==> src/rtl/atmega_tim_prescaler.sv <==
// ---------------------------------------------------------------------------
// atmega_tim_prescaler
//
// Shared prescaler and external-clock front end for the ATmega-compatible
// timers (atmega_tim_8bit and the 16-bit timers sit directly downstream).
//
// The block contains:
//   - a 10-bit synchronous prescaler counter (pcnt) whose bits are exported
//     as 50% duty clock-level taps; the timers detect their rising edges,
//   - an optional second 10-bit prescaler (acnt, timer2 style) with its own
//     set of taps,
//   - the GTCCR register (TSM, PSRASY, PSRSYNC) on the IO bus,
//   - a synchronizer plus edge detector for the external T pin, used by the
//     timers in clock-select modes 6 (falling) and 7 (rising).
//
// Ports:
//   clk_i            IO core clock
//   rst_i            asynchronous, active-high reset
//   addr_i           IO bus address (BUS_ADDR_DATA_LEN bits)
//   wr_i / rd_i      IO bus write / read strobes
//   bus_i            write data
//   bus_o            read data, combinational, 0 unless reading GTCCR
//   clk8_o..clk1024_o          sync prescaler taps (pcnt[2], [5], [7], [9])
//   clk2_8_o..clk2_1024_o      async prescaler taps (acnt[2], [4], [5], [6],
//                              [7], [9]); tied 0 when the async prescaler
//                              is not built
//   t_i              external timer pin (asynchronous to clk_i)
//   t_rise_o         one-cycle pulse on a synchronized rising edge of t_i
//   t_fall_o         one-cycle pulse on a synchronized falling edge of t_i
//
// GTCCR read value is {TSM, 5'b0, PSRASY, PSRSYNC}.
//   TSM = 0 write : bits 0/1 act as one-shot counter clears and are not
//                   stored; the stored reset bits are cleared.
//   TSM = 1 write : TSM, PSRASY and PSRSYNC are stored; a stored reset bit
//                   holds its counter at 0 on every edge until it is
//                   cleared again.
// A write-induced clear always wins over the increment on the same edge.
// ---------------------------------------------------------------------------
module atmega_tim_prescaler #(
    parameter int                           BUS_ADDR_DATA_LEN = 8,
    parameter logic [BUS_ADDR_DATA_LEN-1:0] GTCCR_ADDR        = 'h43,
    parameter string                        USE_ASYNC_PRESC   = "TRUE",
    // Depth of the t_i synchronizer; must be at least 2.
    parameter int                           T_SYNC_STAGES     = 2
) (
    input  logic                         clk_i,
    input  logic                         rst_i,

    input  logic [BUS_ADDR_DATA_LEN-1:0] addr_i,
    input  logic                         wr_i,
    input  logic                         rd_i,
    input  logic [7:0]                   bus_i,
    output logic [7:0]                   bus_o,

    output logic                         clk8_o,
    output logic                         clk64_o,
    output logic                         clk256_o,
    output logic                         clk1024_o,

    output logic                         clk2_8_o,
    output logic                         clk2_32_o,
    output logic                         clk2_64_o,
    output logic                         clk2_128_o,
    output logic                         clk2_256_o,
    output logic                         clk2_1024_o,

    input  logic                         t_i,
    output logic                         t_rise_o,
    output logic                         t_fall_o
);

    localparam bit ASYNC_EN = (USE_ASYNC_PRESC == "TRUE");

    // -----------------------------------------------------------------------
    // GTCCR register
    // -----------------------------------------------------------------------
    logic gtccr_wr;
    logic tsm_q;
    logic psrsync_q;
    logic psrasy_q;

    assign gtccr_wr = wr_i && (addr_i == GTCCR_ADDR);

    // GTCCR bits 6:2 always read as 0; write data on those bits is dropped.
    logic unused_bus_bits;
    assign unused_bus_bits = ^bus_i[6:2];

    // The reset bits are only stored while TSM is written as 1. Writing
    // TSM=0 therefore clears both stored bits on the same edge, which is
    // what releases any held counter.
    always_ff @(posedge clk_i or posedge rst_i) begin
        if (rst_i) begin
            tsm_q     <= 1'b0;
            psrsync_q <= 1'b0;
            psrasy_q  <= 1'b0;
        end else if (gtccr_wr) begin
            tsm_q     <= bus_i[7];
            psrsync_q <= bus_i[7] & bus_i[0];
            psrasy_q  <= ASYNC_EN & bus_i[7] & bus_i[1];
        end
    end

    assign bus_o = (rd_i && (addr_i == GTCCR_ADDR))
                 ? {tsm_q, 5'b00000, psrasy_q, psrsync_q}
                 : 8'h00;

    // -----------------------------------------------------------------------
    // Synchronous prescaler
    // -----------------------------------------------------------------------
    // The clear term uses the stored PSRSYNC as it was before this edge, so
    // on a releasing write the counter is still 0 after the write edge and
    // reaches 1 one edge later.
    logic       sync_clr;
    logic [9:0] pcnt;

    assign sync_clr = psrsync_q | (gtccr_wr & bus_i[0]);

    always_ff @(posedge clk_i or posedge rst_i) begin
        if (rst_i) begin
            pcnt <= 10'd0;
        end else if (sync_clr) begin
            pcnt <= 10'd0;
        end else begin
            pcnt <= pcnt + 10'd1;
        end
    end

    // Taps come straight from counter flops, so they are glitch-free and
    // have exactly 50% duty.
    assign clk8_o    = pcnt[2];
    assign clk64_o   = pcnt[5];
    assign clk256_o  = pcnt[7];
    assign clk1024_o = pcnt[9];

    // -----------------------------------------------------------------------
    // Second (timer2 style) prescaler
    // -----------------------------------------------------------------------
    generate
        if (ASYNC_EN) begin : g_async
            logic       async_clr;
            logic [9:0] acnt;

            assign async_clr = psrasy_q | (gtccr_wr & bus_i[1]);

            always_ff @(posedge clk_i or posedge rst_i) begin
                if (rst_i) begin
                    acnt <= 10'd0;
                end else if (async_clr) begin
                    acnt <= 10'd0;
                end else begin
                    acnt <= acnt + 10'd1;
                end
            end

            assign clk2_8_o    = acnt[2];
            assign clk2_32_o   = acnt[4];
            assign clk2_64_o   = acnt[5];
            assign clk2_128_o  = acnt[6];
            assign clk2_256_o  = acnt[7];
            assign clk2_1024_o = acnt[9];
        end else begin : g_no_async
            assign clk2_8_o    = 1'b0;
            assign clk2_32_o   = 1'b0;
            assign clk2_64_o   = 1'b0;
            assign clk2_128_o  = 1'b0;
            assign clk2_256_o  = 1'b0;
            assign clk2_1024_o = 1'b0;
        end
    endgenerate

    // -----------------------------------------------------------------------
    // External T pin: synchronizer and edge detect
    // -----------------------------------------------------------------------
    // ts[0] is the first (metastability-catching) stage; ts[T_SYNC_STAGES-1]
    // is the settled value. t_prev holds the settled value one cycle older,
    // so each settled transition yields exactly one single-cycle pulse.
    logic [T_SYNC_STAGES-1:0] ts;
    logic                     t_prev;

    always_ff @(posedge clk_i or posedge rst_i) begin
        if (rst_i) begin
            ts     <= '0;
            t_prev <= 1'b0;
        end else begin
            ts     <= {ts[T_SYNC_STAGES-2:0], t_i};
            t_prev <= ts[T_SYNC_STAGES-1];
        end
    end

    assign t_rise_o =  ts[T_SYNC_STAGES-1] & ~t_prev;
    assign t_fall_o = ~ts[T_SYNC_STAGES-1] &  t_prev;

endmodule
==> config.mk <==
export PLATFORM = sky130hd
export DESIGN_NAME = atmega_tim_prescaler
export DESIGN_NICKNAME = d
export VERILOG_FILES = /design/src/rtl/atmega_tim_prescaler.sv
export SDC_FILE = /design/constraint.sdc
export NUM_CORES = 1
export LEC_CHECK = 0
export ABC_AREA = 1
export CAP_MARGIN = 20
export CORE_ASPECT_RATIO = 0.5
export CORE_UTILIZATION = 48
export CTS_BUF_LIST = sky130_fd_sc_hd__clkbuf_8
export CTS_CLUSTER_DIAMETER = 40
export DETAILED_ROUTE_END_ITERATION = 12
export PLACE_DENSITY_LB_ADDON = 0.1
export SLEW_MARGIN = 5
export SYNTH_ARGS = -nofsm -noshare
export SYNTH_HDL_FRONTEND = slang
export SYNTH_SLANG_ARGS = --single-unit
==> constraint.sdc <==
create_clock -name clk_i -period 1.5 [get_ports clk_i]
set_input_delay 0.15 -clock clk_i [delete_from_list [all_inputs] [get_ports clk_i]]
set_output_delay 0.15 -clock clk_i [all_outputs]
set_load 0.05 [all_outputs]
Yosys cells after proc, flatten, opt, wreduce, memory -nomap -nowiden

Index checks and enable logic that the tools add are counted.

Word-level logic and storage cells: 25
Output and inout port bits: 20
Bits in registers: 26

Multiplexer cells: 3
Reductions and logical operators: 2
Equal/unequal tests: 1
Add/sub/neg operators: 2
Bitwise logic cells: 10

Operators by type and width:

| operator              | count |
|---|---|
| $add 10x1->10 const B | 2 |
| $mux 10               | 2 |
| $eq 8x7->1 const B    | 1 |
| $mux 8                | 1 |
| $and 1x1->1           | 6 |
| $logic_and 1x1->1     | 2 |
| $not 1->1             | 2 |
| $or 1x1->1            | 2 |

Depth between registers and ports, before layout

Gate-level depths: netlist of run 1.

Depth after elaboration: 5
Depth in mapped cells: 8
Depth with buffers taken out: 8

Least setup slack after synthesis of run 1

Ideal clock, no wire load.

Path kind: input-to-output
From: input port addr_i[3]
To: output port bus_o[0]
Data arrival time: 1.191 ns
Cell stages on the path: 5
Buffers on the path: 0
Path slack: 0.159 ns
Cell sequence: nor2_1 nand2_1 nor2_4 nand2_1 nor2_1

Longest elaborated chain between the ends: 3

Ends and longest elaborated chain:

| item               | RTL line | text |
|---|---|---|
| start: declaration | 49       | `input logic [BUS_ADDR_DATA_LEN-1:0] addr_i,` |
| $eq 8x7->1         | 103      | `assign bus_o = (rd_i && (addr_i == GTCCR_ADDR))` |
| $logic_and 1x1->1  | 103      |  |
| $mux 8             | 104      | `? {tsm_q, 5'b00000, psrasy_q, psrsync_q}` |
| end: declaration   | 53       | `output logic [7:0] bus_o,` |

Every way passes these cells.

Final worst setup path of run 1

From: input port addr_i[4]
To: output port bus_o[7]

The elaborated chain is that of the path after synthesis.

==> metrics.md, run 1 <==
| Metric | Value |
|---|---|
| # setup viols final | 0 |
| Overall Power | 2.67 mW |
| Root buf cell | clkbuf_8 |
| CTS H-tree lvls | 1 |
| # Post-CTS Setup Buffers | 0 |
| Num rows | 13 |
| Post-DRT Antenna Nets | 0 |
| Largest cells by area after synthesis | dfrtp_1, nand2_1, nor2_1, inv_1, xor2_1 |
| First-pass GRT wire length | between 3000 and 4000 um |
| DR vias/cell | between 4 and 5 |
| Final Cycle Share | 0.928 |
| # hold bufs at CTS | 0 |
| Syn_area_per_cell | roughly 8 um^2 |
| Placed cells | 232 |
| Die height | 39.2 um |
| Crit Path Category | in2out |
| DP Area | 1710 um^2 |
| Reg2reg path depth | 6 |
| Final core occ | 0.690 |
| Fillers | approximately 220 |
| DR pass1 iterations | 4 |
| Vias in the first global route | about 850 |
| Pwr/cell area | 1480 nW/um^2 |
| Die W | 76.4 um |
| Leading cell type in the layout, fill and taps excluded | nand2_1 |
| R2R setup slack | 0.31 ns |
| Setup slack at placement | -0.0307 ns |
| CORE AREA | 2620 um^2 |
| Cell area after synthesis | 1330 um^2 |
| Crit Path Max Fanout | 3 |
| CTS buffer count | 3 |
| Top cell type's share of synthesized area | 0.489 |
| I/O Buffers | 30 |
| Hold crit path type | in2async |
| Number of nets in the layout | 223 |
| Status | completed |
| CP startpoint kind | input pin |
| Synth unique cells | 15 |
| Non-filler cells, final | 236 |
| Worst Setup End Kind | primary output |
| Finished Cell Area | 1810 um^2 |
| Synth area leader | dfrtp_1 |
| Area grow syn2layout | 35.8% |
| Largest net degree at the start of global routing | 15 |
| Critical Path Sink | bus_o[7] |
| Wirelength per Cell | between 9 and 10 um |
| # DRC | 0 |
| Worst setup skew after layout | around 0.0009 ns |
| Sequential element share of the synthesized area | 0.489 |
| P_leak | 0.883 nW |
| Initial antenna violation count | 0 |
| YS warnings | 0 |
| Grt total ovfl | 0 |
| DRT Wirelength | around 2200 um |
| Max cap viols | 0 |
| Clk pin slew, worst setup/hold paths | 0.08 ns |
| DP HPWL | between 1500 and 2000 um |
| GRT Util Overall | 0.159 |
| R2r startpoint | pcnt[0]$_DFF_PP0_ |
| Clk_lat worst skew | 0.27 ns |
| Max Freq | 718 MHz |
| Worst setup startpoint | addr_i[4] |
| Mapped Cells | ~160 |
| Seq cells post-synth | 26 |
| Fin. Hold Viols | 0 |
| Drt initial violations | 14 |
| CTS tree | yes |
| WP data arrival | between 1 and 1.5 ns |
| Peak VDD IR | about 0.00081 V |
| Max-slew violations | 0 |
| Initial Util | 0.508 |
| # IOs | 41 |
| Die ar. | between 2000 and 3000 um^2 |
| Ant diodes | 0 |
| Share of cells above drive strength 1 | 0.196 |
| CTS sink count | 26 |
| Final worst slack | 0.108 ns |
| Critical R2R Capture | pcnt[6]$_DFF_PP0_ |
| Via count | around 1000 |
| Final GP Congestion | just over 0.7 |
| Fin crit period | 1.39 ns |
| Most frequent cells in the layout | nand2_1, inv_1, nor2_1, dfrtp_1, clkdlybuf4s50_1 |
| CP required | 1.35 ns |
| Clock buffer depth | 2 |
## per-stage QoR
step / hold slack [ns] / TNS, ns
finish: 0.183 / 0
CTS: 0.184 / -0.00211
global route: 0.244 / -0.000407
floorplan: 0.181 / 0
detailed placement: 0.337 / -0.0307
global placement: 0.337 / 0
## worst min-delay path by stage
stage	from	end	slack, ns	depth (start not counted)
4_1_cts	rst_i	g_async.acnt[1]$_DFF_PP0_	0.18	3
2_1_floorplan	t_i	ts[0]$_DFF_PP0_	0.18	0
3_5_place_dp	ts[0]$_DFF_PP0_	ts[1]$_DFF_PP0_	0.34	0
6_report	rst_i	g_async.acnt[2]$_DFF_PP0_	0.18	3
5_1_grt	rst_i	g_async.acnt[2]$_DFF_PP0_	0.24	3
3_3_place_gp	ts[0]$_DFF_PP0_	ts[1]$_DFF_PP0_	0.34	0
## critical path, stage by stage
cell             delay, ns
clkdlybuf4s50_1       0.41
nor2_2                0.12
nand2_2               0.07
nor2_4                0.13
nand2_4               0.09
nor2_4                0.13
buf_12                0.14
## area by class of cell
class                   count  area [um^2]  share of cell area
flip-flops and latches     26          651               0.360
inverters                  26         97.6              0.0540
repair buffers             33          363               0.201
clock buffers               4         55.1              0.0305
multi-input cells         110          594               0.329
well taps                  37         46.3              0.0256
## report_power, final
group	switching, mW	internal [mW]
Combinational	0.708	0.440
Clock	0.211	0.235
Sequential	0.188	0.891
## cells by family after synthesis
logic type	synth area share
DFF	0.489
other	0.00282
buffers and inverters	0.102
and+or+nand+nor	0.314
adders and majority gates	0.0188
xor gates and xnor gates	0.0659
AOI/OAI and AO/OA	0.00753
## timing repair
| item | CTS | global route |
|---|---|---|
| pin swaps | 0 | 5 |
| resized for setup | 1 | 10 |
| setup endpoints to repair | 1 | 3 |
## flip-flops by register name, indices dropped and copies added (netlist names)
| signal | cells |
|---|---|
| psrasy_q | 1 |
| psrsync_q | 1 |
| t_prev | 1 |
| pcnt | 10 |
| ts | 2 |
| tsm_q | 1 |
| g_async.acnt | 10 |
## routing by layer
metal  global-route usage  up-vias  wire length (um)
met1                0.179      474              1040
met2                0.297       17              1050
met5                    0        -                 0
met3               0.0565        5                80
met4               0.0481        0                42
li1                     -      546                 -
## cells in the mapped netlist (all sizes together)
master / count
nor2: 35
ha: 2
buf: 5
nand4: 2
inv: 26
nand3: 11
nand2: 43
dfrtp: 26
xor2: 8
xnor2: 2
o21ai: 2
conb: 1
No activity file was read; power rests on OpenSTA's default activity.
==> run 2: changes to the inputs <==
--- a/config.mk
+++ b/config.mk
@@ -10,7 +10,6 @@
 export CORE_ASPECT_RATIO = 0.5
 export CORE_UTILIZATION = 48
 export CTS_BUF_LIST = sky130_fd_sc_hd__clkbuf_8
-export CTS_CLUSTER_DIAMETER = 40
 export DETAILED_ROUTE_END_ITERATION = 12
 export PLACE_DENSITY_LB_ADDON = 0.1
 export SLEW_MARGIN = 5
==> results of run 2 <==
No change in the layout: final DEF, timing and power equal those of run 1.
==> run 3: changes to the inputs <==
--- a/config.mk
+++ b/config.mk
@@ -6,12 +6,13 @@
 export NUM_CORES = 1
 export LEC_CHECK = 0
 export ABC_AREA = 1
+export ABC_CLOCK_PERIOD_IN_PS = 1500
 export CAP_MARGIN = 20
 export CORE_ASPECT_RATIO = 0.5
 export CORE_UTILIZATION = 48
 export CTS_BUF_LIST = sky130_fd_sc_hd__clkbuf_8
 export DETAILED_ROUTE_END_ITERATION = 12
-export PLACE_DENSITY_LB_ADDON = 0.1
+export PLACE_DENSITY = 0.93
 export SLEW_MARGIN = 5
 export SYNTH_ARGS = -nofsm -noshare
 export SYNTH_HDL_FRONTEND = slang
==> metrics.md, run 3 (synthesis gave the netlist of run 1 again) <==
| Metric | Value |
|---|---|
| Share of cells above drive strength 1 | 0.190 (-0.00598) |
| Top Registers | g_async.acnt (10), pcnt (10), ts (2) |
| Post-DRT Antenna Nets | 0 (unchanged) |
| Largest net degree at the start of global routing | 27 (+12) |
| Crit Path Category | in2out |
| Pwr/cell area | 1520 nW/um^2 (+2.8%) |
| Hold crit path type | in2async |
| Multi-input logic area | 589 um^2 (-0.84%) |
| CTS sink count | 26 (unchanged) |
| Die W | 76.4 um (unchanged) |
| Die height | 39.2 um (unchanged) |
| CP startpoint kind | input pin |
| Max Freq | 717 MHz (-0.11%) |
| Register area | 651 um^2 (unchanged) |
| Wirelength per Cell | 11.1 um (+18%) |
| Fillers | 168 (-22%) |
| Clock buffer depth | 2 (unchanged) |
| Via count | 1076 (+3.3%) |
| DRT Wirelength | 2630 um (+19%) |
| GRT Util Overall | 0.190 (+0.0310) |
| DP HPWL | 1870 um (+9.0%) |
| Final worst slack | 0.106 ns (-0.00154 ns) |
| Peak VDD IR | 0.000770 V (-4.4%) |
| R2r startpoint | g_async.acnt[0]$_DFF_PP0_ |
| Max cap viols | 0 (unchanged) |
| Final Cycle Share | 0.929 (+0.00103) |
| Most frequent cells in the layout | nand2_1, nor2_1, inv_1, dfrtp_1 |
| # DRC | 0 (unchanged) |
| Final core occ | 0.692 (+0.00191) |
| Clk pin slew, worst setup/hold paths | 0.09 ns (about the same) |
| Fin. Hold Viols | 0 (unchanged) |
| Worst Setup End Kind | primary output |
| Area grow syn2layout | 36.2% |
| CORE AREA | 2620 um^2 (unchanged) |
| CTS buffer count | 3 (unchanged) |
| CP required | 1.35 ns (about the same) |
| CTS H-tree lvls | 1 (unchanged) |
| Root buf cell | clkbuf_8 |
| Initial Util | 0.508 (unchanged) |
| CTS tree | yes |
| Initial antenna violation count | 0 (unchanged) |
| Fin crit period | 1.39 ns (+0.00154 ns) |
| Vias in the first global route | 942 (+11%) |
| DR vias/cell | 4.54 (+2.8%) |
| Die ar. | 3000 um^2 (unchanged) |
| DR pass1 iterations | 4 (unchanged) |
| Unrepaired setup endpoints after global routing | no |
| R2R setup slack | 0.28 ns (-0.03 ns) |
| I/O Buffers | 30 (unchanged) |
| Worst setup skew after layout | 0.00163 ns (+0.000726 ns) |
| P_leak | 0.897 nW (+1.6%) |
| WP data arrival | 1.24 ns (about the same) |
| Clk_lat worst skew | 0.27 ns (about the same) |
| Drt initial violations | 58 (+44) |
| # setup viols final | 0 (unchanged) |
| # hold bufs at CTS | 0 (unchanged) |
| Status | completed |
| # IOs | 41 (unchanged) |
| Reg2reg path depth | 8 (+2) |
| First-pass GRT wire length | 4240 um (+20%) |
| Ant diodes | 0 (unchanged) |
| Leading cell type in the layout, fill and taps excluded | nand2_1 |
| Critical R2R Capture | g_async.acnt[8]$_DFF_PP0_ |
| Number of nets in the layout | 224 (+0.45%) |
| Placed cells | 230 (-0.86%) |
| Final hold slack | 0.225 ns (+0.0423 ns) |
| Crit Path Max Fanout | 3 (unchanged) |
| Max-slew violations | 0 (unchanged) |
| Setup slack at placement | -0.0657 ns (-0.0350 ns) |
| Non-filler cells, final | 237 (+0.42%) |
| Num rows | 13 (unchanged) |
| Grt total ovfl | 0 (unchanged) |
| Final GP Congestion | 0.785 (+9.4%) |
## run 3: worst max-delay path by stage
stage,cells after the start,slack [ns],endpoint,startpoint
after floorplan,5,0.16,bus_o[0],addr_i[3]
after global placement,8,-0.002,bus_o[1],addr_i[6]
after detailed placement,8,-0.07,bus_o[7],addr_i[6]
after CTS,8,-0.004,bus_o[0],addr_i[6]
after global routing,7,0.02,bus_o[1],addr_i[5]
final,8,0.11,bus_o[7],addr_i[1]
## run 3: per-stage QoR
stage	power [mW]	TNS, ns	area [um^2]
3_5_place_dp	2.29	-0.142	1700
3_3_place_gp	2.22	-0.00349	1700
2_1_floorplan	1.93	0	1350
5_1_grt	2.91	0	1810
4_1_cts	2.76	-0.00720	1770
6_report	2.75	0	1810
## run 3: worst max-delay path, stage by stage
cell and delay (ns):
clkdlybuf4s50_1 0.46, nand2_1 0.05, inv_1 0.04, nand2_1 0.07, nor2_4 0.13, nand2_4 0.09
nor2_4 0.11, buf_12 0.14
## run 3: area by class of cell
class                      count  share of cell area
clock buffer                   4              0.0304
inverter                      26              0.0539
sequential                    26               0.359
timing repair buffer          34               0.206
multi-input combinational    110               0.325
tap                           37              0.0256
## run 3: where the power goes
part	total, mW	internal [mW]	leakage [nW]	switching, mW
Combinational	1.20	0.443	0.540	0.752
Sequential	1.10	0.891	0.328	0.207
Clock	0.461	0.235	0.0288	0.226
Total	2.75	1.57	0.897	1.19
## run 3: routing by layer
metal,track usage,share of wire
met1,0.223,0.43
met2,0.383,0.53
met4,0.0288,0.0038
met3,0.0376,0.037
met5,0,0
## run 3: repair_timing
action | 4_1_cts | 5_1_grt
gates resized for setup | 5 | 5
setup endpoints to repair | 3 | 3
setup buffers | 0 | 3
pin swaps | 1 | 6
